**src/rtl/ad9518_cfg_pkg.sv**
```systemverilog
// ad9518_cfg_pkg: shared types, widths and the optional boot ROM for the AD9518 config scheduler.
// The ROM exists only when AD9518_BOOT_SEQ_EN is defined.
package ad9518_cfg_pkg;
  localparam int CMD_W = 24;
  localparam int BOOT_LEN = 55;
  localparam int TIMEOUT_DEF = 4096;
  typedef enum logic [1:0] {IDLE, BOOT_WAIT, ARM_WAIT, GAP} state_t;
`ifdef AD9518_BOOT_SEQ_EN
  // {addr[15:0], data[7:0]}, sent in index order; the last write is the IO update
  localparam logic [CMD_W-1:0] BOOT_ROM [BOOT_LEN] = '{
    24'h000018, 24'h000400, 24'h00107C, 24'h001101, 24'h001200, 24'h001303, 24'h001400, 24'h001504,
    24'h001606, 24'h001700, 24'h001800, 24'h001900, 24'h001A00, 24'h001B00, 24'h001C02, 24'h001D00,
    24'h001E00, 24'h001F0E, 24'h00A000, 24'h00A100, 24'h00A200, 24'h00A300, 24'h00A400, 24'h00A500,
    24'h00A600, 24'h00A700, 24'h00A800, 24'h00A900, 24'h00AA00, 24'h00AB00, 24'h00F008, 24'h00F108,
    24'h00F208, 24'h00F308, 24'h00F408, 24'h00F508, 24'h014042, 24'h014142, 24'h014242, 24'h014342,
    24'h019000, 24'h019100, 24'h019200, 24'h019300, 24'h019400, 24'h019500, 24'h019600, 24'h019700,
    24'h019800, 24'h019900, 24'h01E000, 24'h01E102, 24'h023000, 24'h023100, 24'h023201
  };
`endif
endpackage

```
**src/rtl/ad9518_cfg_fifo.sv**
```systemverilog
// ad9518_cfg_fifo: ARM command queue with a fall-through head.
// An entry written into an empty queue becomes visible at the head one cycle later.
module ad9518_cfg_fifo import ad9518_cfg_pkg::*; #(
  parameter int DEPTH = 4
) (
  input  logic             clk,
  input  logic             rst_n,
  input  logic             push,
  input  logic             pop,
  input  logic [CMD_W-1:0] din,
  output logic [CMD_W-1:0] head,
  output logic             full,
  output logic             empty,
  output logic             head_valid
);
  localparam int AW = $clog2(DEPTH);
  logic [CMD_W-1:0] mem [DEPTH];
  logic [AW-1:0] wptr, rptr;
  logic [AW:0] cnt;
  logic fresh, do_push, do_pop;
  assign full = cnt == (AW+1)'(DEPTH);
  assign empty = cnt == '0;
  assign head_valid = ~empty & ~fresh;
  assign head = mem[rptr];
  // a full queue refuses the push even when a pop frees a slot in the same cycle
  assign do_push = push & ~full;
  assign do_pop = pop & head_valid;
  always_ff @(posedge clk or negedge rst_n)
    if (!rst_n) begin
      wptr <= '0;
      rptr <= '0;
      cnt <= '0;
      fresh <= 1'b0;
    end else begin
      wptr <= wptr + AW'(do_push);
      rptr <= rptr + AW'(do_pop);
      cnt <= cnt + (AW+1)'(do_push) - (AW+1)'(do_pop);
      fresh <= do_push & empty;
    end
  always_ff @(posedge clk)
    if (do_push) mem[wptr] <= din;
endmodule

```
**src/rtl/ad9518_cfg_sched.sv**
```systemverilog
// ad9518_cfg_sched: shares the AD9518 SPI config engine between the boot ROM and queued ARM writes.
// Define AD9518_BOOT_SEQ_EN to compile in the boot sequence; otherwise only ARM commands are served.
module ad9518_cfg_sched import ad9518_cfg_pkg::*; #(
  parameter int FIFO_DEPTH = 4,
  parameter int TIMEOUT_CYC = TIMEOUT_DEF
) (
  input  logic             clk,
  input  logic             rst_n,
  input  logic             arm_cfg_en,
  input  logic [CMD_W-1:0] arm_cfg_data,
  output logic             arm_cfg_full,
  input  logic             cfg_end,
  output logic             cfg_en,
  output logic [CMD_W-1:0] cfg_data,
  output logic             boot_done,
  output logic             busy,
  output logic             drop_err,
  output logic             timeout_err
);
  localparam int TW = $clog2(TIMEOUT_CYC);
  localparam logic [TW-1:0] T_LAST = TW'(TIMEOUT_CYC - 1);
  state_t state, state_n;
  logic en_n, terr_n, pop, fifo_empty, head_valid;
  logic [CMD_W-1:0] data_n, head;
  logic [TW-1:0] tcnt, tcnt_n;
`ifdef AD9518_BOOT_SEQ_EN
  localparam int IW = $clog2(BOOT_LEN + 1);
  logic [IW-1:0] idx, idx_n;
  logic done_n;
`else
  assign boot_done = 1'b1;
`endif
  ad9518_cfg_fifo #(.DEPTH(FIFO_DEPTH)) u_fifo (
    .clk(clk), .rst_n(rst_n), .push(arm_cfg_en), .pop(pop), .din(arm_cfg_data),
    .head(head), .full(arm_cfg_full), .empty(fifo_empty), .head_valid(head_valid)
  );
  assign busy = (state != IDLE) | ~fifo_empty;
  always_comb begin
    state_n = state;
    en_n = cfg_en;
    data_n = cfg_data;
    tcnt_n = tcnt;
    terr_n = timeout_err;
    pop = 1'b0;
`ifdef AD9518_BOOT_SEQ_EN
    idx_n = idx;
    done_n = boot_done;
`endif
    case (state)
      IDLE: begin
`ifdef AD9518_BOOT_SEQ_EN
        if (!boot_done) begin
          data_n = BOOT_ROM[idx];
          en_n = 1'b1;
          tcnt_n = '0;
          state_n = BOOT_WAIT;
        end else
`endif
        if (head_valid) begin
          pop = 1'b1;
          data_n = head;
          en_n = 1'b1;
          tcnt_n = '0;
          state_n = ARM_WAIT;
        end
      end
      BOOT_WAIT, ARM_WAIT: begin
        // an abandoned command is not retried; the boot index advances either way
        if (cfg_end || tcnt == T_LAST) begin
          en_n = 1'b0;
          state_n = GAP;
          terr_n = timeout_err | ~cfg_end;
`ifdef AD9518_BOOT_SEQ_EN
          idx_n = idx + IW'(state == BOOT_WAIT);
`endif
        end else tcnt_n = tcnt + 1'b1;
      end
      GAP: begin
        state_n = IDLE;
`ifdef AD9518_BOOT_SEQ_EN
        done_n = boot_done | (idx == IW'(BOOT_LEN));
`endif
      end
      default: state_n = IDLE;
    endcase
  end
  always_ff @(posedge clk or negedge rst_n)
    if (!rst_n) begin
      state <= IDLE;
      cfg_en <= 1'b0;
      cfg_data <= '0;
      tcnt <= '0;
      timeout_err <= 1'b0;
      drop_err <= 1'b0;
    end else begin
      state <= state_n;
      cfg_en <= en_n;
      cfg_data <= data_n;
      tcnt <= tcnt_n;
      timeout_err <= terr_n;
      drop_err <= drop_err | (arm_cfg_en & arm_cfg_full);
    end
`ifdef AD9518_BOOT_SEQ_EN
  always_ff @(posedge clk or negedge rst_n)
    if (!rst_n) begin
      idx <= '0;
      boot_done <= 1'b0;
    end else begin
      idx <= idx_n;
      boot_done <= done_n;
    end
`endif
endmodule

```
**config.mk**
```make
export PLATFORM = sky130hd
export DESIGN_NAME = ad9518_cfg_sched
export DESIGN_NICKNAME = d
export VERILOG_FILES = /design/src/rtl/ad9518_cfg_pkg.sv /design/src/rtl/ad9518_cfg_fifo.sv /design/src/rtl/ad9518_cfg_sched.sv
export SDC_FILE = /design/constraint.sdc
export NUM_CORES = 1
export LEC_CHECK = 0
export CORE_UTILIZATION = 40
export DETAILED_ROUTE_END_ITERATION = 10
export GPL_ROUTABILITY_DRIVEN = 0
export SYNTH_ARGS = -nofsm -noshare
export SYNTH_HDL_FRONTEND = slang
export SYNTH_SLANG_ARGS = --single-unit
```
**constraint.sdc**
```tcl
create_clock -name clk -period 3.3 [get_ports clk]
set_input_delay 0.66 -clock clk [delete_from_list [all_inputs] [get_ports clk]]
set_output_delay 0.66 -clock clk [all_outputs]
set_load 0.005 [all_outputs]
```
==> metrics.cfg, run 1 <==
[sta]
fin_tns_setup_ns=0
rsz0062_at_grt=false
relSlewSlack_pct=42.46
period_minus_slack_ns=2.722
worst_pin_slew_ns=0.8631
clock_skew_ns=0.005371
maxClockFrequency_mhz=367.3
finalHoldViolations=0
setup_viol=0
slew_violations=0
finalCritPeriodShare_pct=82.49

[synth]
ys_top_cells_by_area=edfxtp_1, dfrtp_1, mux4_2
synth.avg_cell_area_sq_um=18.07
synth_top_area_share_pct=49.71
yosys_warnings=0
syn_inst=321
yosysSeqAreaShare_pct=70.85
synth_edf_count=96
synth_top_cell_by_area=edfxtp_1
synth_ff_type=edfxtp_1
async_flop_share_pct=33.79
ys_ff_latch=145
synth_cell_types=54
syn_nets=355
syn_area_sq_um=5799

[routing]
drtIter0Drc=200
drc_errors=0
first_pass_iters=4
ant_nets=0
num_vias=3052
viasPerCell=5.226
routedWlPerCell_um=18.00
wirelength_mm=10.51

[global_route]
grt_first_pass_wirelength_mm=16.85
grt_max_degree=35
track_usage_pct=15.78
antenna_found_initial=0
grt_overflow=0
grt_pass1_vias=3165

[setup_path]
arrival_ns=2.06
crit_required_ns=2.64
cp-start-kind=flip-flop
crit_type=flip-flop to primary output
rr_worst_depth=6
cp_max_fo=5
cp-end-kind=primary output

[power]
p_sw_mw=1.862
p_comb_share_pct=27.3
internal-power_mw=4.767
p_sw_share_pct=28.09
seqPwrFrac_pct=42.7
clkPwrFrac_pct=30.1
ir_drop_uv=632.5
power.leakage_nw=2.585
p_per_area_nw_per_um2=921.2

[run_status]
status=finished, final reports clean

[cts]
tritoncts=yes
clock_latency_ns=0.41
cts_resized=0
cts_inserted_buffers=17
clkTransAtPathRegs_ns=0.06
cts_sinks=145
cts_hold_buffers=0
cts_setup_buffers=0
clock_tree.buffer_depth=2
clock_tree.root_cell=clkbuf_16
cts.htree.levels=4

[floorplanning]
rows=43
die_height_um=122.4
initial_core_util_pct=41.46
dieArea_sq_um=14980
ios=58
die_w_um=122.4
core_sq_um=13990

[final_layout]
fin_nets=425
fin_util_pct=51.45
drive_above_1_share_pct=24.26
n_antenna_cell=0
instances_no_fill=584
syn_to_final_growth_pct=24.10

[run]
cap_violations=0

[placed_design]
dp_hpwl_mm=6.390
place_inst=552
port_buffers=56

[worst_hold_path]
hold_path_class=primary input to asynchronous set/reset pin

-- logic make-up (layout without fill, tap and decap cells) --
| logic type | after synthesis | in the layout | share of synthesized area [%] |
|---|---|---|---|
| xor gates and xnor gates | 6 | 6 | 0.9061 |
| DFF | 145 | 145 | 70.85 |
| adders and majority gates | 6 | 6 | 1.424 |
| AOI/OAI and AO/OA | 29 | 29 | 4.272 |
| buffers and inverters | 21 | 104 | 1.920 |
| other | 1 | 1 | 0.06466 |
| and+or+nand+nor | 64 | 64 | 6.408 |
| muxes | 49 | 49 | 14.15 |
-- layout by cell type (no fill, tap or decap), types with 4 or more instances in the layout --
master,n
buf_4,7
clkdlybuf4s50_1,55
mux4_2,24
o211ai_1,6
nand3_1,13
xor2_1,4
bufinv_16,4
edfxtp_1,96
mux2_2,24
or4_1,6
dfrtp_1,48
inv_1,9
nand2_1,16
nor2_1,4
clkbuf_16,17
ha_1,5
-- worst paths after layout --
path	from	endpoint	slack, ns
setup / recovery	state[0]	busy	0.58
hold / removal	rst_n	cfg_data[12]	0.34
setup reg to reg	state[0]	tcnt[1]	1.05
hold reg to reg	drop_err	drop_err	0.46
max in group asynchronous	rst_n	cfg_data[8]	2.16
min in group clk	drop_err	drop_err	0.46
-- sequential cells by signal, summed over array words and instances (netlist names) --
name and cells:
u_fifo.mem 96, cfg_data 24, tcnt 12, u_fifo.cnt 3, state 2, u_fifo.rptr 2, u_fifo.wptr 2, cfg_en 1
drop_err 1, timeout_err 1, u_fifo.fresh 1
-- synth_stat cells (all sizes together) (4+ instances only) --
cell	number
xor2	4
nand3	14
or4	6
dfrtp	49
inv	9
mux4	24
edfxtp	96
buf	9
nor2	6
ha	5
nand2	16
mux2	24
o211ai	6
-- metrics by stage --
stage | power, mW | hold slack, ns | area (sq um) | worst slack, ns
6_report | 6.630 | 0.3351 | 7197 | 0.5777
5_1_grt | 6.999 | 0.3969 | 7197 | 0.4623
4_1_cts | 6.741 | 0.3555 | 7197 | 0.5535
3_5_place_dp | 4.722 | 0.4492 | 6579 | 0.8957
3_3_place_gp | 4.686 | 0.4490 | 6579 | 0.9475
2_1_floorplan | 3.953 | 0.3644 | 5799 | 0.2476
-- layout make-up --
class,instances,area [sq um]
inverters,9,33.78
clock buffers,20,436.7
fillers,1163,6792
flip-flops and latches,145,4110
clock inverters,12,181.4
multi-input cells,155,1602
well taps,180,225.2
repair buffers,63,608.1
-- critical path, cell delays in order (launching register included) --
cell	delay [ns]
dfrtp_1	0.38
inv_1	0.08
ha_1	0.24
or4b_1	0.49
clkdlybuf4s50_1	0.47
-- power by group through the flow --
stage / combinational, mW / clock, mW / sequential (mW)
6_report: 1.81 / 1.99 / 2.83
5_1_grt: 1.97 / 2.12 / 2.91
3_5_place_dp: 1.84 / 0 / 2.88
2_1_floorplan: 1.25 / 0 / 2.70
4_1_cts: 1.85 / 2.04 / 2.85
3_3_place_gp: 1.82 / 0 / 2.86
-- per-layer routing --
metal	GRT usage, %	vias to the layer above	share of wire [%]
li1	-	1417	-
met1	20.07	1571	44
met2	25.39	56	51
met3	4.693	8	3.9
met4	6.174	0	1.2
met5	0	-	0
(Power assumes the default switching activity.)
==> run 2: changes to the inputs <==
Clock period 3.3 ns to 2.31 ns, I/O delays scaled along.
==> run 2 against run 1 <==
  * Final cell count is 0.86% higher
  * Critical endpoint unchanged
  * Via count hardly changed
  * Clock power is 20% higher
  * Highest routed layer is now met5
  * Clock skew is 0.0057 ns higher
  * Flip-flop and latch count stayed put
  * Power is 39% higher
  * Sequential power is 37% higher
  * Critical path depth stayed put
  * Wire length is 1.1% higher
==> metrics.cfg, run 2 (synthesis gave the netlist of run 1 again) <==
[routing]
maxUsedRoutingLayer=met5
drc_errors=0
route.met3.wl_um=422
ant_nets=0
wl_met1_mm=4.659
viasPerCell=5.185
routedWlPerCell_um=18.04
drtIter0Drc=173
first_pass_iters=4
num_vias=3054
wirelength_mm=10.63
route.met2.wl_mm=5.389

[cts]
tritoncts=yes
clock_latency_ns=0.41
cts_sinks=145
cts_hold_buffers=0
cts_setup_buffers=0
cts_inserted_buffers=17
clock_tree.root_cell=clkbuf_16
clkTransAtPathRegs_ns=0.06
clock_tree.buffer_depth=2
cts.htree.levels=4

[setup_path]
cp-start-kind=flip-flop
cp_max_fo=5
cp_slowest_cell=or4b_4
cp-end-kind=primary output
crit_type=flip-flop to primary output
arrival_ns=1.79
crit_required_ns=1.85
max_stage_delay_ns=0.46
path_cells=inv_2 > ha_4 > or4b_4 > dlygate4sd2_1

[floorplanning]
dieArea_sq_um=14980
ios=58
initial_core_util_pct=41.46
die_w_um=122.4
core_sq_um=13990
rows=43
die_height_um=122.4

[final_layout]
fin_nets=430
reg_top3=u_fifo.mem: 96 flops, cfg_data: 24 flops, tcnt: 12 flops
syn_to_final_growth_pct=24.64
largest_reg_flops=96
drive_above_1_share_pct=25.67
layout_commonest_cell=edfxtp_1
fillers=1172
largest_register=u_fifo.mem
final_cell_mix=edfxtp_1, clkdlybuf4s50_1, dfrtp_1
n_antenna_cell=0

[power]
p_sw_share_pct=29.22
clkPwrFrac_pct=26.0
power.leakage_nw=2.576
p_comb_share_pct=32.0
ir_drop_uv=639.1
internal-power_mw=6.525
p_per_area_nw_per_um2=1276
p_sw_mw=2.694
seqPwrFrac_pct=42.0

[sta]
finalCritPeriodShare_pct=97.37
worst_pin_slew_ns=0.6259
relSlewSlack_pct=58.28
setup_viol=0
fin_tns_setup_ns=0
clock_skew_ns=0.01112
maxClockFrequency_mhz=444.6
rsz0062_at_grt=false
holdWs_ns=0.04665
period_minus_slack_ns=2.249
finalHoldViolations=0
slew_violations=0

[global_route]
grt_pass1_vias=3199
grt_first_pass_wirelength_mm=17.04
track_usage_pct=15.73
grt_overflow=0
grt_max_degree=32
antenna_found_initial=1

[placed_design]
dp_hpwl_mm=6.529
port_buffers=56

[run]
cap_violations=0

[run_status]
status=finished, final reports clean

[worst_hold_path]
hold_path_class=primary input to asynchronous set/reset pin

-- run 2: stage by stage --
step                      instances  utilization (%)  area [sq um]  total power [mW]  setup slack [ns]
after floorplan                 321                -          5812             5.653           0.01157
after global placement          557            47.84          6691             6.860            0.2372
after detailed placement        557            47.84          6691             6.915            0.2143
after CTS                       589            51.65          7224             9.358           0.04074
after global routing            589            51.67          7228             9.741           0.01131
final                           589            51.67          7228             9.220           0.06075
-- run 2: cell type report --
class	count	area (sq um)	share of cell area [%]
clock buffer	23	457.9	6.335
timing repair buffer	68	706.9	9.780
inverter	9	33.78	0.4674
multi-input combinational	155	1630	22.55
tap	180	225.2	3.116
sequential	145	4110	56.86
clock inverter	9	63.81	0.8828
-- run 2: routing by layer --
metal  vias to the layer above  GRT usage [%]
met5                         -              0
met4                         2          5.716
met3                        14          4.972
met2                        61          25.04
met1                      1554          20.24
li1                       1423              -
-- run 2: worst max-delay path, delay by kind of cell, from the launching register on --
family	cells	cell delay [ns]
flops	1	0.39
fa+ha+maj	1	0.16
simple gates	1	0.46
buf+inv	2	0.36
-- run 2: worst paths after layout --
| kind | from | end | slack [ns] | cells after the start |
|---|---|---|---|---|
| worst max-delay path | state[0] | busy | 0.06 | 4 |
| worst min-delay path | rst_n | u_fifo.rptr[1] | 0.05 | 1 |
| worst max register to register | u_fifo.cnt[0] | u_fifo.cnt[2] | 0.25 | 7 |
| worst min register to register | drop_err | drop_err | 0.45 | 1 |
| max in group asynchronous | rst_n | tcnt[0] | 1.71 | 2 |
| min in group clk | drop_err | drop_err | 0.45 | 1 |
-- run 2: what timing repair did --
item / CTS / global route
gates cloned: 0 / 0
resized for setup: 4 / 2
setup endpoints to repair: 1 / 1
-- run 2: power by group through the flow --
stage	Combinational (mW)	Clock, mW	Sequential [mW]
global route	3.22	2.56	3.96
global placement	2.97	0	3.89
floorplan	1.79	0	3.86
detailed placement	2.99	0	3.93
finish	2.95	2.39	3.87
CTS	3.02	2.45	3.88
==> run 3: changes to the inputs <==
Settings changed: RECOVER_POWER set to 25.
==> run 3 against run 2 <==
  * Register-to-register slack about the same
  * Flip-flop and latch count unchanged
  * Wire length increased by 0.28%
  * Via count increased by 0.16%
  * Hold slack improved by 0.26 ns
  * Clock power about the same
  * Power about the same
  * Design area decreased by 0.22%
  * Fmax decreased by 0.11%
  * Worst setup slack got worse by 0.0024 ns
  * Count of clock-buffer cells in the layout unchanged
  * Critical path type unchanged
==> metrics.cfg, run 3 (synthesis gave the netlist of run 1 again) <==
[global_route]
grt_first_pass_wirelength_mm=17.04
grt_overflow=0
grt_max_degree=32
antenna_found_initial=1
track_usage_pct=15.73
grt_pass1_vias=3199

[setup_path]
cp-end-kind=primary output
arrival_ns=1.79
crit_buf_inv=2
critPathLaunch=state[0]
crit_type=flip-flop to primary output
crit_required_ns=1.85
reg2reg_slack_ns=0.25
max_stage_delay_ns=0.46
endpoint=busy
cp_slowest_cell=or4b_4
r2r_start=tcnt[0]
cp-start-kind=flip-flop
path_cells=inv_2 > ha_4 > or4b_4 > dlygate4sd2_1
crit_family=simple AND/OR/NAND/NOR gates
path_depth=4
cp_max_fo=5
r2r-end=tcnt[9]
rr_worst_depth=5

[final_layout]
n_antenna_cell=0
syn_to_final_growth_pct=24.36
drive_above_1_share_pct=25.43
reg_top3=u_fifo.mem: 96 flops, cfg_data: 24 flops, tcnt: 12 flops
largest_register=u_fifo.mem
layout_commonest_cell=edfxtp_1
final_cell_mix=edfxtp_1, dfrtp_1, clkdlybuf4s50_1
final_area_sq_um=7212
largest_reg_flops=96
fin_util_pct=51.56
fin_nets=430

[worst_hold_path]
hold_path_class=primary input to asynchronous set/reset pin

[cts]
clock_latency_ns=0.41
cts.htree.levels=4
clkTransAtPathRegs_ns=0.05
cts_inserted_buffers=17
cts_sinks=145
clock_tree.root_cell=clkbuf_16
tritoncts=yes
clock_tree.buffer_depth=2
cts_hold_buffers=0
cts_resized=4
cts_setup_buffers=0

[sta]
holdWs_ns=0.3082
setup_viol=0
clock_skew_ns=0.01111
worst_pin_slew_ns=1.250
rsz0062_at_grt=false
fin_tns_setup_ns=0
finalHoldViolations=0
finalCritPeriodShare_pct=97.47
slew_violations=0
relSlewSlack_pct=16.66
period_minus_slack_ns=2.252
maxClockFrequency_mhz=444.1

[routing]
ant_nets=0
routedWlPerCell_um=18.09
drtIter0Drc=172
wirelength_mm=10.66
first_pass_iters=4
num_vias=3059
viasPerCell=5.194
drc_errors=0

[floorplanning]
die_height_um=122.4
core_sq_um=13990
dieArea_sq_um=14980
die_w_um=122.4
initial_core_util_pct=41.46
ios=58
rows=43

[power]
p_per_area_nw_per_um2=1278
ir_drop_uv=639.1
fin_total_pwr_mw=9.215
power.leakage_nw=2.570

[run_status]
status=finished, final reports clean

[run]
cap_violations=0

[placed_design]
place_area_sq_um=6691
dp_hpwl_mm=6.529
port_buffers=56

-- run 3: metrics by stage --
step	std cells	worst slack [ns]
after floorplan	321	0.01157
after global placement	557	0.2372
after detailed placement	557	0.2143
after CTS	589	0.04074
after global routing	589	0.01131
final	589	0.05836
-- run 3: worst min path at each step --
| stage | endpoint | slack, ns |
|---|---|---|
| finish | cfg_data[14] | 0.31 |
| global route | cfg_data[21] | 0.41 |
| CTS | cfg_data[14] | 0.06 |
| detailed placement | drop_err | 0.45 |
| global placement | drop_err | 0.45 |
| floorplan | cfg_data[0] | 0.17 |
-- run 3: area by class of cell --
cell class | count | area (sq um)
fillers | 1174 | 6777
flip-flops and latches | 145 | 4110
multi-input cells | 155 | 1630
repair buffers | 68 | 690.7
clock buffers | 23 | 457.9
well taps | 180 | 225.2
clock inverters | 9 | 63.81
inverters | 9 | 33.78
-- run 3: layer usage --
metal / global-route usage (%) / vias to the layer above / share of wire (%)
met5: 0 / - / 0.10
met4: 5.716 / 2 / 1.3
met3: 4.972 / 14 / 4.0
met2: 25.04 / 63 / 50
met1: 20.24 / 1558 / 44
li1: - / 1422 / -
-- run 3: report_power, final --
| group | total, mW | switching, mW | internal, mW |
|---|---|---|---|
| clock | 2.39 | 0.995 | 1.40 |
| sequential | 3.87 | 0.345 | 3.53 |
| combinational | 2.95 | 1.36 | 1.60 |
